### src/rtl/ecc_secded_pipe.sv
// Two-stage pipelined extended-Hamming (SEC-DED) decoder/corrector with a
// valid/ready stream, per-word status and saturating error counters.
module ecc_secded_pipe #(
    parameter int DATA_W = 32,
    parameter int P      = 6,
    parameter int CNT_W  = 16
) (
    input  logic                      clk,
    input  logic                      rst_n,
    input  logic                      in_valid,
    output logic                      in_ready,
    input  logic [DATA_W-1:0]         in_data,
    input  logic [P:0]                in_chk,
    input  logic                      in_chk_en,
    output logic                      out_valid,
    input  logic                      out_ready,
    output logic [DATA_W-1:0]         out_data,
    output logic [1:0]                out_status,
    output logic [$clog2(DATA_W)-1:0] out_err_pos,
    output logic [CNT_W-1:0]          cnt_corr,
    output logic [CNT_W-1:0]          cnt_uncorr,
    input  logic                      cnt_clr
);

    localparam int N     = DATA_W + P;
    localparam int POS_W = $clog2(DATA_W);

    localparam logic [1:0] ST_CLEAN   = 2'b00;
    localparam logic [1:0] ST_CORR    = 2'b01;
    localparam logic [1:0] ST_CHK_ERR = 2'b10;
    localparam logic [1:0] ST_UNCORR  = 2'b11;

    // P must be the smallest check-bit count covering DATA_W+P+1 code states.
    if (DATA_W < 4 || DATA_W > 120 || (1 << P) < N + 1 || (1 << (P - 1)) >= N) begin : g_bad_param
        $error("ecc_secded_pipe: illegal DATA_W/P combination");
    end

    // Codeword position of data bit j: the j-th non-power-of-two position from 3 upward.
    function automatic int data_pos(input int j);
        int cnt;
        int res;
        cnt = 0;
        res = 0;
        for (int p = 3; p <= N; p++) begin
            if ((p & (p - 1)) != 0) begin
                if (cnt == j) res = p;
                cnt++;
            end
        end
        return res;
    endfunction

    logic [P-1:0] pos_tab [DATA_W];

    for (genvar g = 0; g < DATA_W; g++) begin : g_pos
        assign pos_tab[g] = P'(data_pos(g));
    end

    logic en1, en2;
    logic s1_v, s1_par, s1_en;
    logic [DATA_W-1:0] s1_data;
    logic [P-1:0] s1_syn;
    logic [P-1:0] in_syn;
    logic in_par;

    assign en2      = !out_valid || out_ready;
    assign en1      = !s1_v || en2;
    assign in_ready = en1;

    // Check bit i lives at position 2^i, so it only touches syndrome bit i.
    always_comb begin
        in_syn = in_chk[P-1:0];
        for (int j = 0; j < DATA_W; j++) begin
            if (in_data[j]) in_syn = in_syn ^ pos_tab[j];
        end
        in_par = (^in_data) ^ (^in_chk);
    end

    always_ff @(posedge clk or negedge rst_n) begin
        if (!rst_n) begin
            s1_v    <= 1'b0;
            s1_data <= '0;
            s1_syn  <= '0;
            s1_par  <= 1'b0;
            s1_en   <= 1'b0;
        end else if (en1) begin
            s1_v <= in_valid;
            if (in_valid) begin
                s1_data <= in_data;
                s1_syn  <= in_syn;
                s1_par  <= in_par;
                s1_en   <= in_chk_en;
            end
        end
    end

    logic [DATA_W-1:0] nxt_data;
    logic [1:0] nxt_status;
    logic [POS_W-1:0] nxt_pos;
    logic syn_pow2;

    assign syn_pow2 = (s1_syn & (s1_syn - P'(1))) == '0;

    always_comb begin
        nxt_data   = s1_data;
        nxt_status = ST_CLEAN;
        nxt_pos    = '0;
        if (s1_en) begin
            if (s1_syn == '0) begin
                nxt_status = s1_par ? ST_CHK_ERR : ST_CLEAN;
            end else if (!s1_par) begin
                nxt_status = ST_UNCORR;
            end else if (syn_pow2) begin
                nxt_status = ST_CHK_ERR;
            end else if (int'(s1_syn) > N) begin
                nxt_status = ST_UNCORR;
            end else begin
                nxt_status = ST_CORR;
                for (int j = 0; j < DATA_W; j++) begin
                    if (pos_tab[j] == s1_syn) begin
                        nxt_data[j] = ~s1_data[j];
                        nxt_pos     = POS_W'(j);
                    end
                end
            end
        end
    end

    always_ff @(posedge clk or negedge rst_n) begin
        if (!rst_n) begin
            out_valid   <= 1'b0;
            out_data    <= '0;
            out_status  <= ST_CLEAN;
            out_err_pos <= '0;
        end else if (en2) begin
            out_valid <= s1_v;
            if (s1_v) begin
                out_data    <= nxt_data;
                out_status  <= nxt_status;
                out_err_pos <= nxt_pos;
            end
        end
    end

    logic xfer_out;
    assign xfer_out = out_valid && out_ready;

    // Clear wins over a same-cycle increment.
    always_ff @(posedge clk or negedge rst_n) begin
        if (!rst_n) begin
            cnt_corr   <= '0;
            cnt_uncorr <= '0;
        end else if (cnt_clr) begin
            cnt_corr   <= '0;
            cnt_uncorr <= '0;
        end else if (xfer_out) begin
            if ((out_status == ST_CORR || out_status == ST_CHK_ERR) && cnt_corr != '1)
                cnt_corr <= cnt_corr + CNT_W'(1);
            if (out_status == ST_UNCORR && cnt_uncorr != '1)
                cnt_uncorr <= cnt_uncorr + CNT_W'(1);
        end
    end

endmodule

### config.mk
export PLATFORM = sky130hd
export DESIGN_NAME = ecc_secded_pipe
export DESIGN_NICKNAME = d
export VERILOG_FILES = /design/src/rtl/ecc_secded_pipe.sv
export SDC_FILE = /design/constraint.sdc
export NUM_CORES = 1
export LEC_CHECK = 0
export ABC_AREA = 1
export ABC_CLOCK_PERIOD_IN_PS = 5300
export BUFFER_PORTS_ARGS = -buffer_cell sky130_fd_sc_hd__buf_2
export CORE_MARGIN = 2
export CORE_UTILIZATION = 35
export DETAILED_ROUTE_END_ITERATION = 6
export GPL_TIMING_DRIVEN = 0
export PLACE_DENSITY = 0.5
export SLEW_MARGIN = 20
export SYNTH_ARGS = -nofsm -noshare
export SYNTH_HDL_FRONTEND = slang
export SYNTH_SLANG_ARGS = --single-unit
### constraint.sdc
create_clock -name clk -period 5.3 [get_ports clk]
set_input_delay 0.53 -clock clk [delete_from_list [all_inputs] [get_ports clk]]
set_output_delay 0.53 -clock clk [all_outputs]
set_load 0.03 [all_outputs]
-- Yosys cells after proc, flatten, opt, wreduce, memory -nomap -nowiden
Index checks and enable logic that the tools add are counted.
- reduce and logical (&&, ||, !) cells: 19
- bitwise gates (word level): 66
- $mul: 0
- eq/ne operators: 37
- $add $sub $neg: 3
- mux-type cells: 117
- $lt $le $gt $ge: 1
- shift operators: 0
- divide/modulo/power cells: 0
- operator list (operator ; count):
    5-bit two-way mux ; 50
    32-bit two-way mux ; 5
    16-bit two-way mux ; 6
    5-bit by 6-bit equality test with 1-bit output (first input constant) ; 15
    4-bit by 6-bit equality test with 1-bit output (first input constant) ; 7
    3-bit NOT ; 13
    6-bit equality test (first input constant) ; 6
    6-bit two-way mux ; 6
    1-bit two-way mux ; 33
    16-bit by 1-bit adder with 16-bit output (second input constant) ; 2
    16-bit != test (second input constant) ; 2
    1-bit NOT ; 32
    32-bit XOR reduction ; 1
    4-bit two-way mux ; 7
    2-bit NOT ; 13
    4-bit NOT ; 5
    3-bit by 6-bit equality test with 1-bit output (first input constant) ; 3
    2-bit two-way mux ; 7
    6-bit zero test ; 2
    3-bit two-way mux ; 3
    2-bit AND reduction ; 4
    7-bit XOR reduction ; 1
    6-bit AND ; 1
    2-bit by 6-bit equality test with 1-bit output (first input constant) ; 1
    10 further kinds ; 18
- output and inout port bits: 73
- register bits after elaboration: 113
- memory bits (writable): 0
- memories: 0
- input bits: 45
- ROM bits: 0
- latch bits: 0

-- Longest topological paths before layout
- depth after elaboration: 64
- depth in mapped cells: 14

-- Worst setup path after synthesis
OpenSTA, ideal clock, no wires.
- path kind: register to register
- start: register cnt_uncorr[0]
- end: register cnt_uncorr[9]
- library setup time: 0.120 ns
- slack: 3.288 ns
- cell stages (with the launch flop): 15
- arrival time: 1.891 ns
- clock period less this slack: 2.012 ns
- path through: dfrtp_1 ha_1 nand2_1 nor2_1 nand2_1 nor2_1 nand3_1 nand2_1 nand2_2 nand2_1 inv_1 nand3_1 nor2_1 o21ai_0 nor2_1
- cells in the longest elaborated chain, start to end: 4
- ends and longest elaborated chain (element ; line ; text):
    start: declaration ; 21 ; output logic [CNT_W-1:0] cnt_uncorr,
    start signal: assignment ; 160 ; cnt_uncorr <= cnt_uncorr + CNT_W'(1);
    16-bit by 1-bit adder with 16-bit output or 16-bit != test (tied branches) ; 160, 159 ;
    16-bit two-way mux or 1-bit logical AND (tied branches) ; 159 ; if (out_status == ST_UNCORR && cnt_uncorr != '1)
    16-bit two-way mux or 2-bit nonzero test (tied branches) ; - ;
    16-bit two-way mux or 2-bit AND reduction (tied branches) ; - ;
Parallel ways exist; a longest one is shown, timed or not. The select of a mux whose other input is x is not followed.
A chain may end at the register's enable or synchronous reset.

-- Final worst setup path
Ends and elaborated chain as after synthesis.

==> flow_metrics.tcl <==
set metrics [dict create \
    status "finished, final reports clean" \
    final_cells 1222 \
    numCtsBuffers 17 \
    netlist_area_mm2 0.00656 \
    place_hpwl_mm 14.3 \
    timing.final.ws_setup_ns 3.21 \
    synth.net_count 887 \
    synth.distinct_cells 37 \
    cts_setup_buffers 0 \
    synth_edf_count 0 \
    async_reset_ff_share_pct 100 \
    met3_usage_pct 4.18 \
    drv_slew 0 \
    period_share_pct 39.4 \
    dr.first_iter.drc_count 288 \
    synth-simple-area-share_pct 26.5 \
    fill_cells 1959 \
    synthMuxAreaShare_pct 0 \
    ios 118 \
    die_x_um 141 \
    route.detailed.drc 0 \
    cts-root-buf "clkbuf_16" \
    initial_core_util_pct 35.4 \
    drv_cap 0 \
    synth_flop_cell "dfrtp_1" \
    clock-sinks 113 \
    yosysTopAreaCellShare_pct 43.1 \
    layout-drive-gt1-share_pct 16.9 \
    syn_avg_cell_area_um2 7.82 \
    rsz0062_at_grt "false" \
    seq_area_frac_synth_pct 43.1 \
    skew_ns 0.00674 \
    grt_start_max_net_pins 63 \
    relSlewSlack_pct 60.3 \
    cts.path.max_buffers 2 \
    grt_busiest_layer "met2" \
    htree_levels 4 \
    ant_nets 0 \
    hold_viol_final 0 \
    worstMarginPinSlew_ns 0.595 \
    ys_seq_elements 113 \
    hold_buffers 0 \
    path_max_fanout 9 \
    synthXorXnorAreaFrac_pct 15.6 \
    cp-end-kind "register" \
    synthCells 839 \
    cts_tree "yes" \
    wl_per_cell_um 14.8 \
    p_leak_nw 3.91 \
    hp-class "input pin to async pin" \
    synth_warnings 0 \
    insertion_delay_ns 0.41 \
    grt_antenna_before_repair 0 \
    arrival_ns 2.38 \
    die_y_um 141 \
    finalCoreUtilization_pct 43.8 \
    max_freq_mhz 479 \
    die_area_mm2 0.0199 \
    synth_commonest_cells "nand2_1 (235), dfrtp_1 (113), inv_1 (76)" \
    wl_mm 18.1 \
    viasPerCell 4.72 \
    synth_top_family_by_area "simple AND/OR/NAND/NOR gates" \
    path_class "register to register" \
    period_minus_slack_ns 2.09 \
    dp_slack_ns 3.02 \
    area_growth_pct 23.6 \
    yosys.area.top_type "dfrtp_1" \
    portBuffers 116 \
    cts_resized 0 \
    met1_usage_pct 25.1 \
    ir_drop_v 0.000223 \
    dr.pass1.iters 5 \
    fin_nets 1023 \
    overflow 0 \
    rows 50 \
    powerDensity_mw_per_mm2 440 \
    worstPathRequired_ns 5.60 \
    synth_compound_area_share_pct 8.22 \
    start_kind "register" \
    n_antenna_cell 0 \
    dp_cells 1190 \
    grt_use_met2_pct 31.2 \
    finalSetupViolCount 0 \
    synth_most_common_cell "nand2_1" \
    gp_congestion 0.858 \
    grt_pass1_vias 5601 \
    synthTopCellsByArea "dfrtp_1 (43%), nand2_1 (13%), xnor2_1 (9.5%)" \
    grt_first_pass_wirelength_mm 29.1 \
    grt_usage_pct 18.9 \
    vias 5766 \
    synthAdderAreaFrac_pct 0.572 \
    placeableCoreArea_mm2 0.0185 \
    setup_tns_ns 0 \
    clk_pin_slew_ns 0.05 \
]
[area by class of cell]
type	instances	area (µm²)	share of cell area, %
buffer	22	96.3	1.19
clock buffer	23	488	6.02
clock inverter	9	153	1.88
inverter	79	297	3.66
multi-input combinational	625	3340	41.2
sequential	113	2830	34.9
tap	234	293	3.61
timing repair buffer	117	614	7.58
[through the flow]
stage | hold slack, ns | instance area, µm² | total power [mW]
global route | 0.0934 | 8110 | 3.79
global placement | 0.461 | 7430 | 2.35
finish | 0.0687 | 8110 | 3.56
detailed placement | 0.465 | 7470 | 2.36
CTS | 0.0737 | 8110 | 3.60
floorplan | 0.234 | 6560 | 1.99
[power by group]
group | internal [mW] | total (mW) | switching, mW
Sequential | 1.02 | 1.15 | 0.131
Combinational | 0.374 | 1.18 | 0.811
Clock | 0.834 | 1.23 | 0.393
Total | 2.23 | 3.56 | 1.33
[per-layer routing]
layer / vias to the layer above / wire length [µm]
met5: - / 0
li1: 2955 / -
met1: 2652 / 8510
met3: 14 / 799
met2: 145 / 8600
met4: 0 / 176
[critical path, cell delays in order, from the launching register on]
cell and delay (ns):
dfrtp_1 0.41, ha_1 0.22, nand2_1 0.07, nor2_1 0.15
nand2_1 0.07, nor2_1 0.14, nand3_1 0.09, nand2_1 0.12
nand2_2 0.14, nand2_1 0.14, inv_1 0.09, nand3_1 0.10
nor2_1 0.04, o21ai_0 0.14, nor2_1 0.05
[sequential cells by signal, indices dropped and copies added, names as in the netlist]
register,cells
s1_data,32
s1_en,1
out_data,32
s1_syn,6
out_valid,1
s1_v,1
cnt_corr,16
out_status,2
s1_par,1
cnt_uncorr,16
out_err_pos,5
[logic make-up (layout without fill, tap and decap cells)]
group,Yosys count,after routing
buf+inv,101,250
simple gates,408,408
compound gates,97,97
xor+xnor,117,117
fa+ha+maj,3,3
flops,113,113
[final timing paths]
| path | startpoint | depth (start not counted) | endpoint | slack (ns) |
|---|---|---|---|---|
| max in group asynchronous | rst_n | 2 | out_data[3] | 4.54 |
| min in group clk | in_chk_en | 3 | s1_en | 0.33 |
| worst max register to register | cnt_uncorr[0] | 14 | cnt_uncorr[9] | 3.21 |
| worst min-delay path | rst_n | 1 | cnt_corr[9] | 0.07 |
| worst max-delay path | cnt_uncorr[0] | 14 | cnt_uncorr[9] | 3.21 |
| worst min register to register | out_err_pos[1] | 2 | out_err_pos[1] | 0.47 |
[placed cells by master, fill, tap and decap left out, types with 3 or more instances in the layout]
cell type / count
nor4_1: 7
clkbuf_8: 4
o21ai_1: 8
clkbuf_16: 17
xnor2_1: 71
nand3_1: 50
o21ai_0: 53
nor2_1: 73
xor2_1: 46
o21a_1: 3
inv_1: 76
nand2_1: 235
bufinv_16: 4
dfrtp_1: 113
nor2_2: 4
clkbuf_1: 18
ha_1: 3
nor3_1: 13
o21bai_1: 4
a21oi_1: 18
inv_2: 3
o31ai_1: 4
buf_2: 117
clkinvlp_4: 3
nand4_1: 14
nor2_4: 3
No activity file was read; power rests on OpenSTA's default activity.
